**src/rtl/mult_div_unit.sv**
```systemverilog
// Multicycle signed multiply (radix-2 Booth) / divide (restoring) unit, one bit per cycle.
// Optional macro MULTDIV_UNSIGNED_EN adds is_unsigned for MULTU/DIVU.
module mult_div_unit #(
    parameter int WIDTH = 32,
    parameter int CNT_W = 5
) (
    input  logic             clk,
    input  logic             reset,
    input  logic             start_mult,
    input  logic             start_div,
`ifdef MULTDIV_UNSIGNED_EN
    input  logic             is_unsigned,
`endif
    input  logic [WIDTH-1:0] A,
    input  logic [WIDTH-1:0] B,
    output logic [WIDTH-1:0] HI,
    output logic [WIDTH-1:0] LO,
    output logic             busy,
    output logic             done,
    output logic             div_zero
);

    typedef enum logic [1:0] {IDLE, MULT, DIV, FINISH} state_t;

    // Booth accumulator: {upper W+1 bits, multiplier W bits, q(-1)}.
    // The extra upper bit keeps -2^(W-1) multiplicands from overflowing the add/sub.
    localparam int AW = 2*WIDTH + 2;

    state_t                state, state_nxt;
    logic [CNT_W-1:0]      cnt;
    logic [AW-1:0]         acc, acc_nxt;
    logic [WIDTH:0]        mcand;
    logic [WIDTH-1:0]      rem, quo, dvsr, rem_nxt, quo_nxt;
    logic                  op_div, dz, neg_q, neg_r, uns_op, mplr_msb;
    logic                  uns_in, last;
    logic [WIDTH-1:0]      abs_a, abs_b, hi_fix;
    logic [WIDTH:0]        upper, sum, shifted, diff;
    logic signed [AW-1:0]  stepped;

`ifdef MULTDIV_UNSIGNED_EN
    assign uns_in = is_unsigned;
`else
    assign uns_in = 1'b0;
`endif

    assign busy  = (state != IDLE);
    assign last  = (cnt == CNT_W'(WIDTH-1));
    assign abs_a = (A[WIDTH-1] && !uns_in) ? -A : A;
    assign abs_b = (B[WIDTH-1] && !uns_in) ? -B : B;

    always_ff @(posedge clk or negedge reset) begin
        if (!reset) state <= IDLE;
        else        state <= state_nxt;
    end

    always_comb begin
        state_nxt = state;
        case (state)
            IDLE: begin
                if (start_mult)     state_nxt = MULT;
                else if (start_div) state_nxt = (B == '0) ? FINISH : DIV;
            end
            MULT:    if (last) state_nxt = FINISH;
            DIV:     if (last) state_nxt = FINISH;
            FINISH:  state_nxt = IDLE;
            default: state_nxt = IDLE;
        endcase
    end

    // One Booth step: add/sub multiplicand on the upper half, then arithmetic shift right.
    always_comb begin
        upper = acc[AW-1 -: WIDTH+1];
        case (acc[1:0])
            2'b01:   sum = upper + mcand;
            2'b10:   sum = upper - mcand;
            default: sum = upper;
        endcase
        stepped = $signed({sum, acc[WIDTH:0]});
        acc_nxt = AW'(stepped >>> 1);
    end

    // One restoring step; the shifted remainder needs W+1 bits before the trial subtract.
    always_comb begin
        shifted = {rem, quo[WIDTH-1]};
        diff    = shifted - {1'b0, dvsr};
        rem_nxt = diff[WIDTH] ? shifted[WIDTH-1:0] : diff[WIDTH-1:0];
        quo_nxt = {quo[WIDTH-2:0], ~diff[WIDTH]};
    end

    // Booth treats the multiplier as signed; an unsigned multiplier with its MSB set
    // is short by A*2^W, restored on the high word.
    assign hi_fix = acc[2*WIDTH:WIDTH+1] +
                    ((uns_op && mplr_msb) ? mcand[WIDTH-1:0] : '0);

    always_ff @(posedge clk or negedge reset) begin
        if (!reset) begin
            cnt      <= '0;
            acc      <= '0;
            mcand    <= '0;
            rem      <= '0;
            quo      <= '0;
            dvsr     <= '0;
            op_div   <= 1'b0;
            dz       <= 1'b0;
            neg_q    <= 1'b0;
            neg_r    <= 1'b0;
            uns_op   <= 1'b0;
            mplr_msb <= 1'b0;
            HI       <= '0;
            LO       <= '0;
            done     <= 1'b0;
            div_zero <= 1'b0;
        end else begin
            done     <= 1'b0;
            div_zero <= 1'b0;
            case (state)
                IDLE: begin
                    cnt <= '0;
                    if (start_mult) begin
                        mcand    <= uns_in ? {1'b0, A} : {A[WIDTH-1], A};
                        acc      <= {{(WIDTH+1){1'b0}}, B, 1'b0};
                        mplr_msb <= B[WIDTH-1];
                        uns_op   <= uns_in;
                        op_div   <= 1'b0;
                        dz       <= 1'b0;
                    end else if (start_div) begin
                        op_div <= 1'b1;
                        uns_op <= uns_in;
                        dz     <= (B == '0);
                        rem    <= '0;
                        quo    <= abs_a;
                        dvsr   <= abs_b;
                        neg_q  <= !uns_in && (A[WIDTH-1] ^ B[WIDTH-1]);
                        neg_r  <= !uns_in && A[WIDTH-1];
                    end
                end
                MULT: begin
                    acc <= acc_nxt;
                    cnt <= cnt + 1'b1;
                end
                DIV: begin
                    rem <= rem_nxt;
                    quo <= quo_nxt;
                    cnt <= cnt + 1'b1;
                end
                FINISH: begin
                    done <= 1'b1;
                    if (dz) begin
                        div_zero <= 1'b1;
                    end else if (op_div) begin
                        LO <= neg_q ? -quo : quo;
                        HI <= neg_r ? -rem : rem;
                    end else begin
                        HI <= hi_fix;
                        LO <= acc[WIDTH:1];
                    end
                end
                default: ;
            endcase
        end
    end

endmodule
```
**config.mk**
```make
export PLATFORM = sky130hd
export DESIGN_NAME = mult_div_unit
export DESIGN_NICKNAME = d
export VERILOG_FILES = /design/src/rtl/mult_div_unit.sv
export SDC_FILE = /design/constraint.sdc
export NUM_CORES = 1
export LEC_CHECK = 0
export CAP_MARGIN = 20
export CORE_ASPECT_RATIO = 0.9
export CORE_MARGIN = 10
export CORE_UTILIZATION = 50
export DETAILED_ROUTE_END_ITERATION = 6
export GPL_TIMING_DRIVEN = 0
export PLACE_DENSITY = 0.69
export SYNTH_ARGS = -nofsm -noshare
export SYNTH_HDL_FRONTEND = slang
export SYNTH_SLANG_ARGS = --single-unit
```
**constraint.sdc**
```tcl
create_clock -name clk -period 9.4 [get_ports clk]
set_input_delay 1.88 -clock clk [delete_from_list [all_inputs] [get_ports clk]]
set_output_delay 1.88 -clock clk [all_outputs]
set_load 0.02 [all_outputs]
```
==> metrics.yaml <==
routing:
  routed_wl_um: 62700
  drt_iter0_drc: 1588
  drt_first_pass_iters: 6
  routed_via_density: 6.12
  dr_total_vias: 17600
  detail_route.wl_per_cell_um: 21.9
  drc: 0
  ant_nets: 0
clock_tree:
  cts_made_buffers: 31
  numClockSinks: 270
  hold_buffers: 0
  insertion_delay_ns: 0.60
  clock_path_buffers: 3
  post_cts_buffers: 0
  cts_tree: "done"
  ctsHtreeMaxLevel: 1
  ctsRootBufferMaster: "clkbuf_16"
  ctsResizeCount: 0
  clk_pin_slew_ns: 0.06
grt:
  gr-total-overflow: 0
  gr-usage-met1: 0.370
  grt_max_degree: 96
  grt_pass1_wl_um: 97600
  grt_use_met2: 0.426
  grt_usage: 0.269
  antenna_found_initial: 3
  met3_usage: 0.0541
  grt_pass1_vias: 17100
  top_usage_layer: "met2"
layout:
  drive_gt1_frac: 0.0435
  final_cell_area_um2: 21600
  syn_to_final_growth_pct: 16.6
  final_nets: 2514
  finalNonFillerCells: 2869
timing:
  max_freq_ghz: 0.199
  min_period_over_period: 0.536
  max_slew_margin: 0.271
  slew_violations: 0
  skew_ns: 0.0208
  hold_viol_final: 0
  setup_slack_ns: 4.36
  setup_tns_ns: 0
  worstMarginPinSlew_ns: 1.09
  setup_viol: 0
  fin_crit_ns: 5.04
  rsz0062_at_grt: "no"
outcome:
  outcome: "completed"
logic_synthesis:
  ys_seq_elements: 270
  synthArstFlopShare: 1.00
  synth_warnings: 0
  synthTopCellsByArea: "dfrtp_1 (37%), o21ai_0 (8.2%), nand2_1 (6.9%)"
  synth_top_area_frac: 0.365
  ys_seq_area_frac: 0.365
  synth_nets: 2346
  syn_inst: 2199
  synth_edf_count: 0
  yosysTopAreaCell: "dfrtp_1"
  yosys-top-cells-count: "nand2_1 (340), o21ai_0 (305), dfrtp_1 (270)"
  synthesis.area_um2: 18500
  avgSynthCellArea_um2: 8.42
  synthFlopType: "dfrtp_1"
  yosysMostFrequentCell: "nand2_1"
  yosys.cell_types.count: 72
setup_path:
  cp_slowest_stage_delay_ns: 0.69
  required_ns: 9.92
  critPathMaxFanout: 5
  worstPathCellList: "clkdlybuf4s50_1 > or4_1 > or4_1 > or4_1 > nand2b_1 > or3_1 > nor4bb_1 > a21oi_1 > o2bb2ai_1"
  cp-end-kind: "flip-flop"
  critical-path-top-delay-family: "simple AND/OR/NAND/NOR gates"
  worst_path_most_repeated_cell: "or4_1"
  crit_buf_inv: 1
  cp_slowest_cell: "nor4bb_1"
  cp-start-kind: "primary input"
  worstPathArrival_ns: 5.56
  critPathKind: "in2reg"
die:
  initial_core_util: 0.509
  die_w_um: 223
  fp.dieH_um: 203
  dieArea_um2: 45100
  coreArea_um2: 36300
  io_pins: 135
  num_rows: 66
power:
  power.total_mw: 8.97
  ir_worst_vdd_mv: 0.246
  leakagePower_nw: 9.54
  combPwrFrac: 0.607
  seqPwrFrac: 0.248
  power_density_nw_per_um2: 416
  clkPwrFrac: 0.145
  p_switching_mw: 4.42
  p_sw_frac: 0.492
  p_int_mw: 4.56
placed_design:
  placed_area_um2: 20500
  place_congestion: 0.927
  hpwl_um: 49400
  dpl_worst_slack_ns: 3.75
  port-buffer-count: 132
  dp_cells: 2810
job:
  cap_violations: 0
worst_hold_path:
  hp-class: "reg2reg"
[worst min-delay path, stage by stage, from the launching register on]
cell and delay (ns):
dfrtp_1 0.34, nand2_1 0.05, o21ai_0 0.06
[stage by stage]
step                utilization  hold WS, ns
floorplan                     -        0.449
global placement          0.562        0.462
detailed placement        0.564        0.473
CTS                       0.594        0.486
global route              0.594        0.510
finish                    0.594        0.477
[worst paths after layout]
| path | startpoint | slack, ns | end | cells after the start |
|---|---|---|---|---|
| worst max-delay path | B[4] | 4.36 | dz$_DFFE_PN0P_ | 9 |
| worst min-delay path | HI[6]$_DFFE_PN0P_ | 0.48 | HI[6]$_DFFE_PN0P_ | 2 |
| worst max register to register | mcand[8]$_DFFE_PN0P_ | 4.39 | acc[64]$_DFFE_PN0P_ | 19 |
| worst min register to register | HI[6]$_DFFE_PN0P_ | 0.48 | HI[6]$_DFFE_PN0P_ | 2 |
| max in group asynchronous | reset | 7.20 | HI[4]$_DFFE_PN0P_ | 2 |
| min in group asynchronous | reset | 1.27 | LO[14]$_DFFE_PN0P_ | 1 |
[registers in the layout, summed over array words and instances, names as in the netlist]
signal / cells
op_div: 1
cnt: 5
rem: 32
LO: 32
neg_r: 1
quo: 32
div_zero: 1
HI: 32
neg_q: 1
acc: 65
mcand: 32
dz: 1
dvsr: 32
done: 1
state: 2
[cells in the final DEF (no fill, tap or decap), types with 5 or more instances in the layout]
master / instances
a211o_1: 6
a211oi_1: 10
a21o_1: 40
a21oi_1: 147
a221o_1: 22
a22oi_1: 17
a31oi_1: 12
and2_1: 7
and3_1: 12
buf_1: 11
bufinv_16: 5
clkbuf_1: 121
clkbuf_16: 31
clkbuf_8: 5
clkdlybuf4s50_1: 131
dfrtp_1: 270
ha_1: 77
inv_1: 69
mux2_2: 31
mux2i_1: 57
nand2_1: 340
nand2b_1: 24
nand3_1: 30
nand3b_1: 8
nand4_1: 15
nor2_1: 106
nor2b_1: 11
nor3_1: 32
nor4_1: 16
o211ai_1: 22
o21ai_0: 305
o21bai_1: 6
o31ai_1: 32
o41ai_1: 19
or2_2: 11
or3_1: 27
or4_1: 20
xnor2_1: 80
xor2_1: 120
[cells by family (layout without fill, tap and decap cells)]
group                    Yosys count  after routing  synth area share
AO/OA/AOI/OAI                    692            692             0.228
AND/OR/NAND/NOR                  675            675             0.168
flip-flops                       270            270             0.365
XOR/XNOR                         200            200            0.0947
buffers and inverters            195            388            0.0405
multiplexers                      88             88            0.0497
adder cells (fa/ha/maj)           79             79            0.0542
other                              0              1                 0
[power by group through the flow]
| stage | Combinational [mW] | Clock (mW) | Sequential (mW) |
|---|---|---|---|
| after global routing | 6.02 | 1.35 | 2.28 |
| after global placement | 5.25 | 0 | 2.21 |
| final | 5.44 | 1.30 | 2.23 |
| after detailed placement | 5.35 | 0 | 2.22 |
| after floorplan | 3.69 | 0 | 2.15 |
| after CTS | 5.38 | 1.31 | 2.21 |
[routing by layer]
metal  vias to the layer above  routed length (um)
met4                         2                1500
li1                       8195                   -
met1                      8549               27900
met3                       104                5060
met2                       701               28200
met5                         -                  13
[layout make-up]
| class | instances | area (um2) |
|---|---|---|
| inverter | 69 | 259 |
| clock buffer | 46 | 882 |
| sequential | 270 | 6760 |
| fill | 3261 | 14800 |
| buffer | 126 | 490 |
| tap | 476 | 596 |
| timing repair buffer | 135 | 1390 |
| multi-input combinational | 1734 | 11000 |
| clock inverter | 12 | 210 |
| antenna | 1 | 2.50 |
No activity file was read; power rests on OpenSTA's default activity.
